### src/rtl/fetch_sequencer_pkg.sv
// Shared encodings and constants for the instruction-fetch sequencer.
package fetch_sequencer_pkg;

    typedef enum logic [1:0] {
        IDLE = 2'd0,
        RUN  = 2'd1,
        HALT = 2'd2
    } fetch_state_t;

    localparam logic [31:0] NOP         = 32'h0000_0000;
    localparam int          INSTR_BYTES = 4;

endpackage

### src/rtl/fetch_sequencer_if_id_reg.sv
// IF/ID pipeline register: flush wins over load, otherwise contents hold.
module fetch_sequencer_if_id_reg
    import fetch_sequencer_pkg::*;
(
    input  logic        clk,
    input  logic        reset,
    input  logic        load,
    input  logic        flush,
    input  logic [31:0] instr_in,
    input  logic [31:0] pc4_in,
    output logic [31:0] instr,
    output logic [31:0] pc4,
    output logic        valid
);

    always_ff @(posedge clk or posedge reset) begin
        if (reset) begin
            instr <= NOP;
            pc4   <= 32'd0;
            valid <= 1'b0;
        end else if (flush) begin
            instr <= NOP;
            pc4   <= 32'd0;
            valid <= 1'b0;
        end else if (load) begin
            instr <= instr_in;
            pc4   <= pc4_in;
            valid <= 1'b1;
        end
    end

endmodule

### src/rtl/fetch_sequencer.sv
// Fetch controller: owns the PC, drives imem_addr, fills IF/ID.
// Optional FETCH_PERF_CNT_EN adds fetch/stall performance counters.
module fetch_sequencer
    import fetch_sequencer_pkg::*;
#(
    parameter logic [31:0] RESET_PC   = 32'h0000_0000,
    parameter int          IMEM_WORDS = 64
) (
    input  logic        clk,
    input  logic        reset,
    input  logic        start,
    input  logic        stall,
    input  logic        redirect,
    input  logic [31:0] redirect_target,
    input  logic        halt_req,
    output logic [31:0] imem_addr,
    input  logic [31:0] imem_instr,
    output logic [31:0] if_id_instr,
    output logic [31:0] if_id_pc4,
    output logic        if_id_valid,
    output logic [31:0] pc,
    output logic        halted,
    output logic        fault
`ifdef FETCH_PERF_CNT_EN
    ,
    output logic [31:0] perf_fetch,
    output logic [31:0] perf_stall
`endif
);

    localparam logic [31:0] PC_LIMIT = 32'(IMEM_WORDS * INSTR_BYTES);
    localparam logic [31:0] PC_STEP  = 32'(INSTR_BYTES);

    fetch_state_t state, state_next;
    logic [31:0]  pc_next;
    logic [31:0]  pc_plus4;
    logic         load, flush, fault_set, out_of_range;

    assign imem_addr    = pc;
    assign pc_plus4     = pc + PC_STEP;
    assign out_of_range = (pc >= PC_LIMIT);
    assign halted       = (state == HALT);

    always_ff @(posedge clk or posedge reset) begin
        if (reset) begin
            state <= IDLE;
            pc    <= RESET_PC;
            fault <= 1'b0;
        end else begin
            state <= state_next;
            pc    <= pc_next;
            if (fault_set) fault <= 1'b1;
        end
    end

    always_comb begin
        state_next = state;
        pc_next    = pc;
        load       = 1'b0;
        flush      = 1'b0;
        fault_set  = 1'b0;
        case (state)
            IDLE: if (start) state_next = RUN;
            RUN: begin
                // Range check precedes every other RUN action, including redirect.
                if (out_of_range) begin
                    state_next = HALT;
                    fault_set  = 1'b1;
                    flush      = 1'b1;
                end else begin
                    if (halt_req) state_next = HALT;
                    if (redirect) begin
                        pc_next = {redirect_target[31:2], 2'b00};
                        flush   = 1'b1;
                    end else if (!stall) begin
                        pc_next = pc_plus4;
                        load    = 1'b1;
                    end
                end
            end
            HALT: flush = !stall;
            default: state_next = IDLE;
        endcase
    end

    fetch_sequencer_if_id_reg u_if_id_reg (
        .clk      (clk),
        .reset    (reset),
        .load     (load),
        .flush    (flush),
        .instr_in (imem_instr),
        .pc4_in   (pc_plus4),
        .instr    (if_id_instr),
        .pc4      (if_id_pc4),
        .valid    (if_id_valid)
    );

`ifdef FETCH_PERF_CNT_EN
    always_ff @(posedge clk or posedge reset) begin
        if (reset) begin
            perf_fetch <= 32'd0;
            perf_stall <= 32'd0;
        end else begin
            if (load) perf_fetch <= perf_fetch + 32'd1;
            if (state == RUN && stall && !redirect) perf_stall <= perf_stall + 32'd1;
        end
    end
`else
    // Counters absent in this build.
`endif

endmodule

### config.mk
export PLATFORM = sky130hd
export DESIGN_NAME = fetch_sequencer
export DESIGN_NICKNAME = d
export VERILOG_FILES = /design/src/rtl/fetch_sequencer_pkg.sv /design/src/rtl/fetch_sequencer_if_id_reg.sv /design/src/rtl/fetch_sequencer.sv
export SDC_FILE = /design/constraint.sdc
export NUM_CORES = 1
export LEC_CHECK = 0
export ABC_AREA = 1
export BUFFER_PORTS_ARGS = -buffer_cell sky130_fd_sc_hd__buf_2
export CORE_ASPECT_RATIO = 1.1
export CORE_MARGIN = 2
export CORE_UTILIZATION = 46
export DETAILED_ROUTE_END_ITERATION = 8
export HOLD_SLACK_MARGIN = 0.12
export PLACE_DENSITY = 0.76
export SLEW_MARGIN = 10
export SYNTH_ARGS = -nofsm -noshare
export SYNTH_HDL_FRONTEND = slang
export SYNTH_HIERARCHICAL = 1
export SYNTH_SLANG_ARGS = --single-unit
### constraint.sdc
create_clock -name clk -period 1.9 [get_ports clk]
set_input_delay 0.19 -clock clk [delete_from_list [all_inputs] [get_ports clk]]
set_output_delay 0.19 -clock clk [all_outputs]
set_load 0.1 [all_outputs]
Yosys cells after proc, flatten, opt, wreduce, memory -nomap -nowiden
Index checks and enable logic that the tools add are counted.
{ "op_classes": {"addsub": 1, "n_lt_le_gt_ge": 1, "reduce_logical": 5, "n_bitwise": 2, "eq_ne": 5, "mux": 21} }
{ "op_table": {"columns": ["op", "count"], "rows": [
  ["32-bit 2-to-1 mux", 6],
  ["32-bit by 3-bit adder with 32-bit output (second input constant)", 1],
  ["32-bit by 9-bit >= comparator with 1-bit output (second input constant)", 1],
  ["1-bit 2-to-1 mux", 10],
  ["2-bit 2-to-1 mux", 3],
  ["2-bit one-hot mux with 3 select lines", 1],
  ["3-bit AND reduction", 2],
  ["3-bit inequality test (second input constant)", 1],
  ["2-bit by 1-bit == test with 1-bit output (second input constant)", 1],
  ["2-bit == test (second input constant)", 1],
  ["2-bit zero test", 1],
  ["2-bit by 1-bit inequality test with 1-bit output (second input constant)", 1],
  ["2-bit inequality test (second input constant)", 1],
  ["1-bit NOT", 2],
  ["1-bit one-hot mux with 2 select lines", 1],
  ["2-bit nonzero test", 1],
  ["1-bit zero test", 1]
]} }
{ "totals": {"elab_cells": 41, "regBits": 100} }

Depth between registers and ports, before layout
Gate-level depths: netlist (run 1).
{ "logic_depth": {"ltp_word": 6, "mapped_depth": 10, "mapped_depth_nobuf": 10} }

Cells and area by module
Netlist (run 1), hierarchy kept.
{ "by_module_without_submodules": {"columns": ["module", "n_inst", "area_each_um2", "cells_each"], "rows": [
  ["fetch_sequencer", 1, 3045.4, 519],
  ["fetch_sequencer_if_id_reg", 1, 2562.5, 281]
]} }

Least setup slack after synthesis (run 1)
No wires, ideal clock.
{ "synth_timing": {"path_kind": "reg2reg", "start": "reg pc[16], in the netlist imem_addr[16]", "end": "reg u_if_id_reg.pc4[2]", "setup_slack_ns": -0.568, "setup_ns": 0.122, "arrival_time_ns": 2.345, "t_required_ns": 1.778, "period_less_slack_ns": 2.468, "stages_incl_launch_ff": 11, "cell_sequence": "dfrtp_1 inv_1 nand3_1 nor2_4 nand4_1 nand2_1 a21boi_0 inv_2 buf_2 nand3_1 nand2_1"} }
{ "synth_between": {"elab_chain_cells": 4, "word_cells_on_any_way": 7} }
{ "synth_lines": {"columns": ["item", "line_no", "text"], "rows": [
  ["from (decl)", "fetch_sequencer.sv:21", "output logic [31:0] pc,"],
  ["from (signal assigned)", "fetch_sequencer.sv:51", "pc <= pc_next;"],
  ["32-bit by 9-bit >= comparator with 1-bit output (*)", "fetch_sequencer.sv:41", "assign out_of_range = (pc >= PC_LIMIT);"],
  ["1-bit 2-to-1 mux (*)", "fetch_sequencer.sv:66", "if (out_of_range) begin"],
  ["1-bit one-hot mux with 2 select lines (*)", "fetch_sequencer.sv:62", "case (state)"],
  ["net flush", "fetch_sequencer.sv:37", "logic load, flush, fault_set, out_of_range;"],
  ["32-bit 2-to-1 mux or 2-bit nonzero test (tied branches)", null, null],
  ["to (signal assigned)", "fetch_sequencer_if_id_reg.sv:27", "pc4 <= pc4_in;"],
  ["to (decl)", "fetch_sequencer_if_id_reg.sv:12", "output logic [31:0] pc4,"]
]} }
Mark *: on every way through the listed nets, which the timed path passes. The rest lies on a longest branch.
A chain may end at the register's enable or synchronous reset.

Worst setup path after layout (run 1)
{ "layout_timing": {"start": "reg pc[26], in the netlist imem_addr[26]", "end": "reg u_if_id_reg.instr[28]"} }
{ "layout_between": {"elab_chain_cells": 4, "word_cells_on_any_way": 7} }
{ "layout_lines": {"columns": ["item", "line_no", "text"], "rows": [
  ["32-bit by 9-bit >= comparator with 1-bit output (*)", "fetch_sequencer.sv:41", null],
  ["1-bit 2-to-1 mux (*)", "fetch_sequencer.sv:66", null],
  ["1-bit one-hot mux with 2 select lines (*)", "fetch_sequencer.sv:62", null],
  ["net flush", "fetch_sequencer.sv:37", null],
  ["32-bit 2-to-1 mux or 2-bit nonzero test (tied branches)", null, null],
  ["to (signal assigned)", "fetch_sequencer_if_id_reg.sv:26", "instr <= instr_in;"],
  ["to (decl)", "fetch_sequencer_if_id_reg.sv:11", "output logic [31:0] instr,"]
]} }
Marked as above.

==> results.yml, run 1 <==
run_status:
  outcome: "complete, but fails checks"
  violations: "setup timing"
worst_setup_path:
  cp-startpoint: "imem_addr[26]$_DFFE_PP0P_"
  required_ns: 2.20
  crit_path_end_kind: "flop"
  reg2reg_from: "imem_addr[26]$_DFFE_PP0P_"
  worst-setup-path-type: "reg -> reg"
  worstPathArrival_ns: 2.23
  cp_max_fo: 16
  cp-start-kind: "flop"
sta:
  clock.fmax_mhz: 516.4
  finalSetupViolCount: 29
  skew_ns: 0.01280
  layout_min_cycle_time_ns: 1.936
  slew_violations: 0
  worstMarginPinSlew_ns: 0.5320
  rsz0062_at_grt: "true"
  maxSlewHeadroom: 0.6478
  period_share: 1.019
  hold_violations: 0
  postLayoutSetupSlackWorst_ns: -0.03635
yosys:
  synth.cell_area_sq_um: 5608
  syn_area_per_cell_sq_um: 7.010
  seq_area_frac_synth: 0.4373
  ys_ff_latch: 98
  yosysUniqueCellTypes: 28
  yosysWarnings: 6
  syn_inst: 800
grt:
  grt_pass1_vias: 5455
  grt_usage: 0.2634
  grt_pass1_wl_microns: 26810
  grt_max_degree: 51
  antenna_found_initial: 0
  grt_overflow: 0
clock_tree:
  cts_tree: "done"
  clockBufferDepth: 2
  clkSinkCount: 98
  clk_latency_ns: 0.35
  clk_pin_slew_ns: 0.08
  h-tree-depth: 3
  cts_buffers: 9
  root_buffer: "clkbuf_16"
detailed_routing:
  postRouteAntennaNets: 0
  wl_per_cell_microns: 15.08
  drt_iter0_drc: 455
  vias_per_cell: 5.056
  wirelength_microns: 18140
  first_pass_iters: 5
  drc: 0
  vias: 6082
final_layout:
  drive_gt1_frac: 0.3279
  synthToLayoutAreaGrowth_pct: 40.67
  finalInstanceArea_sq_um: 7889
  antenna_cells: 0
  fin_util: 0.6584
  fin_nets: 1119
placed_design:
  placed_area_sq_um: 6949
  place_hpwl_microns: 12040
  io_buffers: 194
  gp_congestion: 0.9172
flow_run:
  drv_cap: 0
power_and_ir_drop:
  power_density_nw_per_um2: 547.1
  peakVddDrop_mv: 0.5027
  power.leakage_nw: 4.802
min_path:
  min_from: "redirect_target[10]"
  hold_path.class: "in -> reg"
floorplanning:
  die_area_sq_um: 13090
  fp.dieW_microns: 109.3
  core_area_sq_um: 11980
  num_rows: 42
  die_y_microns: 119.8
  io_pins: 201
  initial_core_util: 0.4680
## layer usage
metal | part of all wire | up-vias | global-route usage
met5 | 0 | - | 0
met4 | 0.012 | 0 | 0.05538
met3 | 0.083 | 15 | 0.04726
met2 | 0.49 | 252 | 0.4499
met1 | 0.42 | 2861 | 0.3489
li1 | - | 2954 | -
## report_power, final
group / internal [mW] / switching, mW / total [mW]
Combinational: 0.159 / 0.210 / 0.369
Sequential: 2.08 / 0.000000000000000234 / 2.08
Clock: 0.943 / 0.921 / 1.86
Total: 3.18 / 1.13 / 4.32
## through the flow
step	setup WS, ns	std cells	total power [mW]	setup TNS (ns)	hold WS, ns
floorplan	-0.03220	805	2.292	-1.489	0.3190
global placement	0.01147	1139	2.424	0	0.1919
detailed placement	-0.01341	1139	2.424	-0.1164	0.1923
CTS	0.005573	1190	4.330	0	0.1332
global route	-0.1301	1203	4.465	-5.867	0.1598
finish	-0.03635	1203	4.316	-0.3259	0.1401
## area by class of cell
class                   count  area [sq um]
fillers                  1018          4093
multi-input cells         585          2635
flip-flops and latches     98          2550
repair buffers            289          1976
clock buffers               9         225.2
well taps                 154         192.7
inverters                  61         229.0
clock inverters             7         81.33
## cell usage after synthesis
cell type	instances	area [sq um]
a21boi_0	2	15.01
a21o_1	1	7.510
a21oi_1	2	10.01
a21oi_2	1	8.760
and2_1	1	6.260
buf_1	1	3.750
buf_2	14	70.07
buf_4	41	307.8
buf_6	2	22.52
clkbuf_1	4	15.01
conb_1	1	3.750
dfrtp_1	98	2452
ha_1	5	62.56
inv_1	59	221.5
inv_2	2	7.510
nand2_1	318	1194
nand2_2	3	18.77
nand3_1	114	570.6
nand3_2	1	10.01
nand4_1	3	18.77
nand4_4	1	21.27
nor2_1	93	349.1
nor2_2	5	31.28
nor2_4	6	67.56
nor4_1	1	6.260
o21ai_0	12	60.06
o21ai_1	8	40.04
or2_2	1	6.260
## worst max-delay path: stages, from the launching register on
cell	delay, ns
dfrtp_4	0.48
nor2_2	0.13
nand3_2	0.11
nor2_4	0.16
nand4_1	0.11
nand2_1	0.09
a21boi_2	0.09
nor2_4	0.32
clkbuf_16	0.25
nand2_1	0.07
nand2_1	0.06
## cells in the final DEF (no fill, tap or decap), types with 7 or more instances in the layout
cell type / count
clkbuf_16: 13
nand2_1: 315
o21ai_1: 8
dlygate4sd3_1: 33
o21ai_0: 12
inv_1: 55
buf_4: 47
dfrtp_4: 24
nor2_4: 9
nor2_2: 8
nand3_1: 110
dfrtp_1: 68
buf_12: 7
buf_2: 194
nor2_1: 87
## sequential cells by signal, summed over array words and instances, names as in the netlist
name               flops
u_if_id_reg/instr     32
u_if_id_reg/pc4       32
imem_addr             30
state                  2
fault                  1
u_if_id_reg/valid      1
## final timing paths
| path | to | slack, ns | depth (start not counted) |
|---|---|---|---|
| worst min register to register | u_if_id_reg/pc4[23]$_DFFE_PP0P_ | 0.47 | 2 |
| worst max-delay path | u_if_id_reg/instr[28]$_DFFE_PP0P_ | -0.04 | 10 |
| min in group asynchronous | u_if_id_reg/pc4[0]$_DFFE_PP0P_ | 0.36 | 3 |
| worst max register to register | u_if_id_reg/instr[28]$_DFFE_PP0P_ | -0.04 | 10 |
| max in group asynchronous | u_if_id_reg/pc4[20]$_DFFE_PP0P_ | 0.93 | 4 |
| worst min-delay path | imem_addr[10]$_DFFE_PP0P_ | 0.14 | 5 |
## timing repair
item / 4_1_cts / 5_1_grt
pin swaps: 2 / 6
hold buffers: 33 / 0
endpoints found under the setup margin: 48 / 85
buffers inserted: 1 / 7
hold endpoints to repair: 80 / 0
cloned: 1 / 6
gates resized for setup: 4 / 20
## kinds of logic after synthesis
logic type	count (synthesis)	synth area share
and+or+nand+nor	547	0.4101
buffers and inverters	123	0.1156
AOI/OAI and AO/OA	26	0.02521
adders and majority gates	5	0.01116
DFF	98	0.4373
other	1	0.0006687
(Power assumes the default switching activity.)
==> inputs of run 2 (changes only) <==
--- a/config.mk
+++ b/config.mk
@@ -7,5 +7,5 @@
 export LEC_CHECK = 0
 export ABC_AREA = 1
-export BUFFER_PORTS_ARGS = -buffer_cell sky130_fd_sc_hd__buf_2
+export BUFFER_PORTS_ARGS = -buffer_cell sky130_fd_sc_hd__clkbuf_2
 export CORE_ASPECT_RATIO = 1.1
 export CORE_MARGIN = 2
==> constraint.sdc (replaced) <==
create_clock -name clk -period 1.9 [get_ports clk]
set_input_delay 0.19 -clock clk [delete_from_list [all_inputs] [get_ports clk]]
set_output_delay 0.19 -clock clk [all_outputs]
set_load 0.005 [all_outputs]
==> run 2 against run 1 <==
Net effect:
- the flow now finishes without violations
- design area up 1.6%
- count of clock-buffer cells in the layout unchanged
- die area unchanged
- cell count down 0.25%
- critical path type unchanged
- clock power down 3%
- largest power group unchanged
- via count up 1.2%
- worst hold slack about the same
- combinational power up 7.6%
- routed wire length up 2.3%
- highest routed layer unchanged
- setup slack better by 0.072 ns
- sequential cell count unchanged
- maximum frequency up 3.9%
==> results.yml, run 2 (synthesis results as in run 1) <==
clock_tree:
  cts_buffers: 9
  h-tree-depth: 3
  cts_tree: "done"
  clk_pin_slew_ns: 0.08
  clockBufferDepth: 2
  root_buffer: "clkbuf_16"
  clkSinkCount: 98
  clk_latency_ns: 0.35
worst_setup_path:
  worstPathArrival_ns: 2.11
  required_ns: 2.14
  r2r_end: "u_if_id_reg/instr[14]$_DFFE_PP0P_"
  worst-setup-path-type: "reg -> reg"
  r2r_slack_ns: 0.04
  cp-start-kind: "flop"
  crit_path_end_kind: "flop"
  cp-startpoint: "imem_addr[19]$_DFFE_PP0P_"
  reg2reg_depth: 11
  endpoint: "u_if_id_reg/instr[14]$_DFFE_PP0P_"
  reg2reg_from: "imem_addr[19]$_DFFE_PP0P_"
  cp_max_fo: 6
sta:
  worstMarginPinSlew_ns: 0.5501
  clock.fmax_mhz: 536.4
  maxSlewHeadroom: 0.6333
  finalSetupViolCount: 0
  skew_ns: 0.01409
  hold_slack_ns: 0.1398
  hold_violations: 0
  rsz0062_at_grt: "true"
  slew_violations: 0
  period_share: 0.9811
  layout_min_cycle_time_ns: 1.864
final_layout:
  drive_gt1_frac: 0.3537
  fin_util: 0.6693
  antenna_cells: 0
  synthToLayoutAreaGrowth_pct: 42.99
  fin_nets: 1116
  most-common-layout-cells: "nand2_1, clkbuf_2, nand3_1, dfrtp_1, nor2_1"
  final_common_cell: "nand2_1"
placed_design:
  io_buffers: 194
  place_hpwl_microns: 11580
  gp_congestion: 0.9105
power_and_ir_drop:
  power.share.clock: 0.422
  pwr-share-seq: 0.485
  peakVddDrop_mv: 0.4764
  combPwrFrac: 0.092
  power_density_nw_per_um2: 535.6
  p_sw_mw: 1.096
  total_power_mw: 4.295
  power.leakage_nw: 5.083
  p_int_mw: 3.199
  swShare: 0.2553
detailed_routing:
  first_pass_iters: 5
  wirelength_microns: 18550
  vias_per_cell: 5.130
  drc: 0
  vias: 6156
  wl_per_cell_microns: 15.46
  postRouteAntennaNets: 0
  drt_iter0_drc: 472
floorplanning:
  fp.dieW_microns: 109.3
  core_area_sq_um: 11980
  num_rows: 42
  die_area_sq_um: 13090
  die_y_microns: 119.8
  io_pins: 201
  initial_core_util: 0.4680
grt:
  met3_usage: 0.04617
  grt_pass1_wl_microns: 27880
  met1_usage: 0.3449
  grt_pass1_vias: 5810
  grt_usage: 0.2733
  antenna_found_initial: 0
  grt_max_degree: 54
  grt_overflow: 0
  grt_busiest_layer: "met2"
  grtUsageMet2: 0.4643
min_path:
  min_path_cells: 5
  hold_path.class: "in -> reg"
flow_run:
  drv_cap: 0
run_status:
  outcome: "completed"
## run 2: cell count changes in the layout (fill, tap and decap cells not counted), sizes merged
cell    change
clkinv      -1
buf       -195
inv         +1
nand4       -1
clkbuf    +193
## run 2: power groups by stage
stage | clock network (mW) | logic [mW] | registers, mW
finish | 1.81 | 0.397 | 2.08
global route | 1.93 | 0.427 | 2.08
CTS | 1.84 | 0.344 | 2.08
detailed placement | 0 | 0.250 | 2.13
global placement | 0 | 0.249 | 2.13
floorplan | 0 | 0.132 | 2.13
## run 2: metrics by stage
step	area (sq um)	worst slack (ns)	std cells	TNS [ns]
6_report	8019	0.03583	1200	0
3_3_place_gp	6724	-0.004607	1131	-0.01834
5_1_grt	8019	-0.05011	1200	-1.622
2_1_floorplan	5633	0.08355	805	0
4_1_cts	7575	-0.04087	1190	-1.712
3_5_place_dp	6724	-0.03521	1131	-0.6075
## run 2: worst min-delay path by stage
stage	from	endpoint
after global placement	reset	u_if_id_reg/instr[15]$_DFFE_PP0P_
after CTS	redirect_target[3]	imem_addr[3]$_DFFE_PP0P_
final	redirect_target[3]	imem_addr[3]$_DFFE_PP0P_
after detailed placement	reset	u_if_id_reg/instr[15]$_DFFE_PP0P_
after floorplan	reset	fault$_DFFE_PP0P_
after global routing	redirect_target[7]	imem_addr[7]$_DFFE_PP0P_
## run 2: routing by layer
layer | wire length (microns) | vias to the layer above
li1 | - | 2947
met1 | 7514 | 2854
met2 | 9040 | 296
met3 | 1315 | 59
met4 | 679 | 0
met5 | 0 | -
## run 2: area by class of cell
class / count / area, sq um
clock buffers: 9 / 225.2
multi-input cells: 584 / 2885
repair buffers: 287 / 1966
clock inverters: 7 / 68.82
flip-flops and latches: 98 / 2452
fillers: 973 / 3963
well taps: 154 / 192.7
inverters: 61 / 229.0
## run 2: critical path: stages (launching register included)
cell	delay, ns
dfrtp_1	0.37
nor2_1	0.17
nand3_2	0.11
nor2_4	0.16
nand3_2	0.13
nor4_4	0.16
buf_4	0.17
nor2_4	0.04
buf_12	0.15
buf_6	0.13
nand2_1	0.09
nand2_1	0.07
## run 2: repair_timing
action	CTS	global route
gates cloned	4	4
hold endpoints to repair	79	0
setup endpoints to repair	54	81
pin swaps	7	13
hold buffers	33	0
buffers inserted	6	6
gates resized for setup	24	95
==> inputs of run 3 (changes only) <==
==> constraint.sdc (replaced) <==
create_clock -name clk -period 1.5 [get_ports clk]
set_input_delay 0.075 -clock clk [delete_from_list [all_inputs] [get_ports clk]]
set_output_delay 0.075 -clock clk [all_outputs]
set_load 0.005 [all_outputs]
==> run 3 against run 2 <==
Net effect:
- power is 27% higher
- worst hold slack got worse by 0.0048 ns
- count of clock-buffer cells in the layout grew 1
- critical path type unchanged
- die area unchanged
- first-iteration DRC count fell by 11%
- maximum frequency grew 2.8%
- the run now ends with setup timing left
- non-clock buffer count grew 57
- clock power increased by 29%
- design area grew 2.9%
- highest routed layer unchanged
- sequential cell count did not move
- clock skew is 0.0057 ns lower
- setup slack got worse by 0.35 ns
==> results.yml, run 3 (synthesis results as in run 1) <==
run_status:
  outcome: "complete, but fails checks"
  violations: "setup timing"
worst_setup_path:
  cpMostUsedCell: "nand2_1"
  cp-start-kind: "flop"
  crit_chain: "nor2_1 > nand2_1 > nor2_4 > nand4_1 > nand2_1 > a21boi_2 > nor2_4 > clkbuf_16 > nand2_1 > nand2_1"
  critPathBufInv: 1
  crit_path_end_kind: "flop"
  cp_slowest_cell: "dfrtp_1"
  path_depth: 10
  cp_top_family: "simple AND/OR/NAND/NOR gates"
  cp_max_fo: 27
  worst-setup-path-type: "reg -> reg"
  required_ns: 1.80
  max_stage_delay_ns: 0.38
  reg2reg_depth: 10
  worstPathArrival_ns: 2.11
sta:
  rsz0062_at_grt: "true"
  clock.fmax_mhz: 551.5
  layout_min_cycle_time_ns: 1.813
  finalSetupViolCount: 96
  slew_violations: 0
  tns_ns: -21.54
  maxSlewHeadroom: 0.6188
  skew_ns: 0.008413
  worstMarginPinSlew_ns: 0.5718
  postLayoutSetupSlackWorst_ns: -0.3134
  hold_violations: 0
  period_share: 1.209
final_layout:
  finalInstanceArea_sq_um: 8252
  drive_gt1_frac: 0.3191
  fin_nets: 1173
  synthToLayoutAreaGrowth_pct: 47.14
  most-common-layout-cells: "nand2_1, clkbuf_2, nand3_1, dfrtp_1, nor2_1"
  final_common_cell: "nand2_1"
detailed_routing:
  postRouteAntennaNets: 0
  vias_per_cell: 5.033
  wirelength_microns: 18630
  first_pass_iters: 7
  drc: 0
  wl_per_cell_microns: 14.81
  drt_iter0_drc: 420
  vias: 6332
grt:
  grt_pass1_wl_microns: 28450
  grt_usage: 0.2780
  grt_max_degree: 55
  grt_pass1_vias: 6027
  grt_overflow: 0
  antenna_found_initial: 0
clock_tree:
  cts_buffers: 9
  clk_pin_slew_ns: 0.08
  root_buffer: "clkbuf_16"
  clk_latency_ns: 0.35
  clockBufferDepth: 2
  cts_tree: "done"
  clkSinkCount: 98
  h-tree-depth: 3
power_and_ir_drop:
  peakVddDrop_mv: 0.4776
  total_power_mw: 5.453
  power.leakage_nw: 5.052
  power_density_nw_per_um2: 660.9
floorplanning:
  initial_core_util: 0.4680
  die_y_microns: 119.8
  core_area_sq_um: 11980
  num_rows: 42
  io_pins: 201
  fp.dieW_microns: 109.3
  die_area_sq_um: 13090
placed_design:
  gp_congestion: 0.9000
  io_buffers: 194
  place_hpwl_microns: 12270
  placed_area_sq_um: 7044
min_path:
  hold_path.class: "in -> reg"
  min_path_cells: 6
flow_run:
  drv_cap: 0
## run 3: changes by cell type in the layout (fill, tap and decap cells not counted), moves of 4 or more
cell	delta
nor2_1	-16
nand3_2	+4
dlygate4sd3_1	+29
nand3_1	-4
nor2_4	+5
nor2_2	+11
nand2_2	-41
nand2_1	+70
nand2_4	-29
buf_4	+27
## run 3: routing by layer
metal  routed length [microns]  GRT usage
met5                         0          0
met4                       679     0.1313
met3                      1289    0.03911
met2                      9076     0.4759
met1                      7580     0.3418
## run 3: path summary, 6_finish.rpt
check / startpoint / endpoint / slack (ns)
setup / recovery: imem_addr[20]$_DFFE_PP0P_ / u_if_id_reg/instr[23]$_DFFE_PP0P_ / -0.31
hold / removal: redirect_target[9] / imem_addr[9]$_DFFE_PP0P_ / 0.13
setup reg to reg: imem_addr[20]$_DFFE_PP0P_ / u_if_id_reg/instr[23]$_DFFE_PP0P_ / -0.31
hold reg to reg: u_if_id_reg/pc4[30]$_DFFE_PP0P_ / u_if_id_reg/pc4[30]$_DFFE_PP0P_ / 0.47
max in group asynchronous: reset / u_if_id_reg/pc4[9]$_DFFE_PP0P_ / 0.64
min in group asynchronous: reset / u_if_id_reg/instr[13]$_DFFE_PP0P_ / 0.35
## run 3: worst register-to-register path, delay by kind of cell, from the launching register on
kind / cells / cell delay [ns]
AOI/OAI and AO/OA: 1 / 0.10
DFF: 1 / 0.38
and+or+nand+nor: 8 / 1.03
buffers and inverters: 1 / 0.26
## run 3: cell type report
| type | count | area [sq um] |
|---|---|---|
| repair buffers | 344 | 2410 |
| flip-flops and latches | 98 | 2452 |
| inverters | 61 | 232.7 |
| diodes | 1 | 2.502 |
| clock inverters | 6 | 56.30 |
| fillers | 992 | 3730 |
| well taps | 154 | 192.7 |
| clock buffers | 10 | 239.0 |
| multi-input cells | 584 | 2666 |
## run 3: report_power, final
group | switching, mW | total (mW) | internal (mW)
Sequential | 0.000000000000000330 | 2.64 | 2.64
Clock | 1.12 | 2.33 | 1.21
Combinational | 0.250 | 0.488 | 0.237
Total | 1.37 | 5.45 | 4.09
## run 3: per-stage QoR
| step | instances | hold WS (ns) | utilization | setup WS [ns] |
|---|---|---|---|---|
| final | 1258 | 0.1349 | 0.6887 | -0.3134 |
| after detailed placement | 1166 | 0.1681 | 0.5879 | -0.2225 |
| after global routing | 1257 | 0.1596 | 0.6885 | -0.3905 |
| after global placement | 1166 | 0.1579 | 0.5879 | -0.1827 |
| after floorplan | 805 | 0.2039 | - | -0.2001 |
| after CTS | 1252 | 0.1329 | 0.6784 | -0.2256 |
## run 3: timing repair
| item | 4_1_cts | 5_1_grt |
|---|---|---|
| setup buffers | 5 | 3 |
| gates cloned | 3 | 2 |
| setup endpoints to repair | 93 | 97 |
| hold endpoints to repair | 160 | 0 |
| gates resized for setup | 24 | 17 |
| pin swaps | 2 | 2 |
| hold buffers | 62 | 0 |
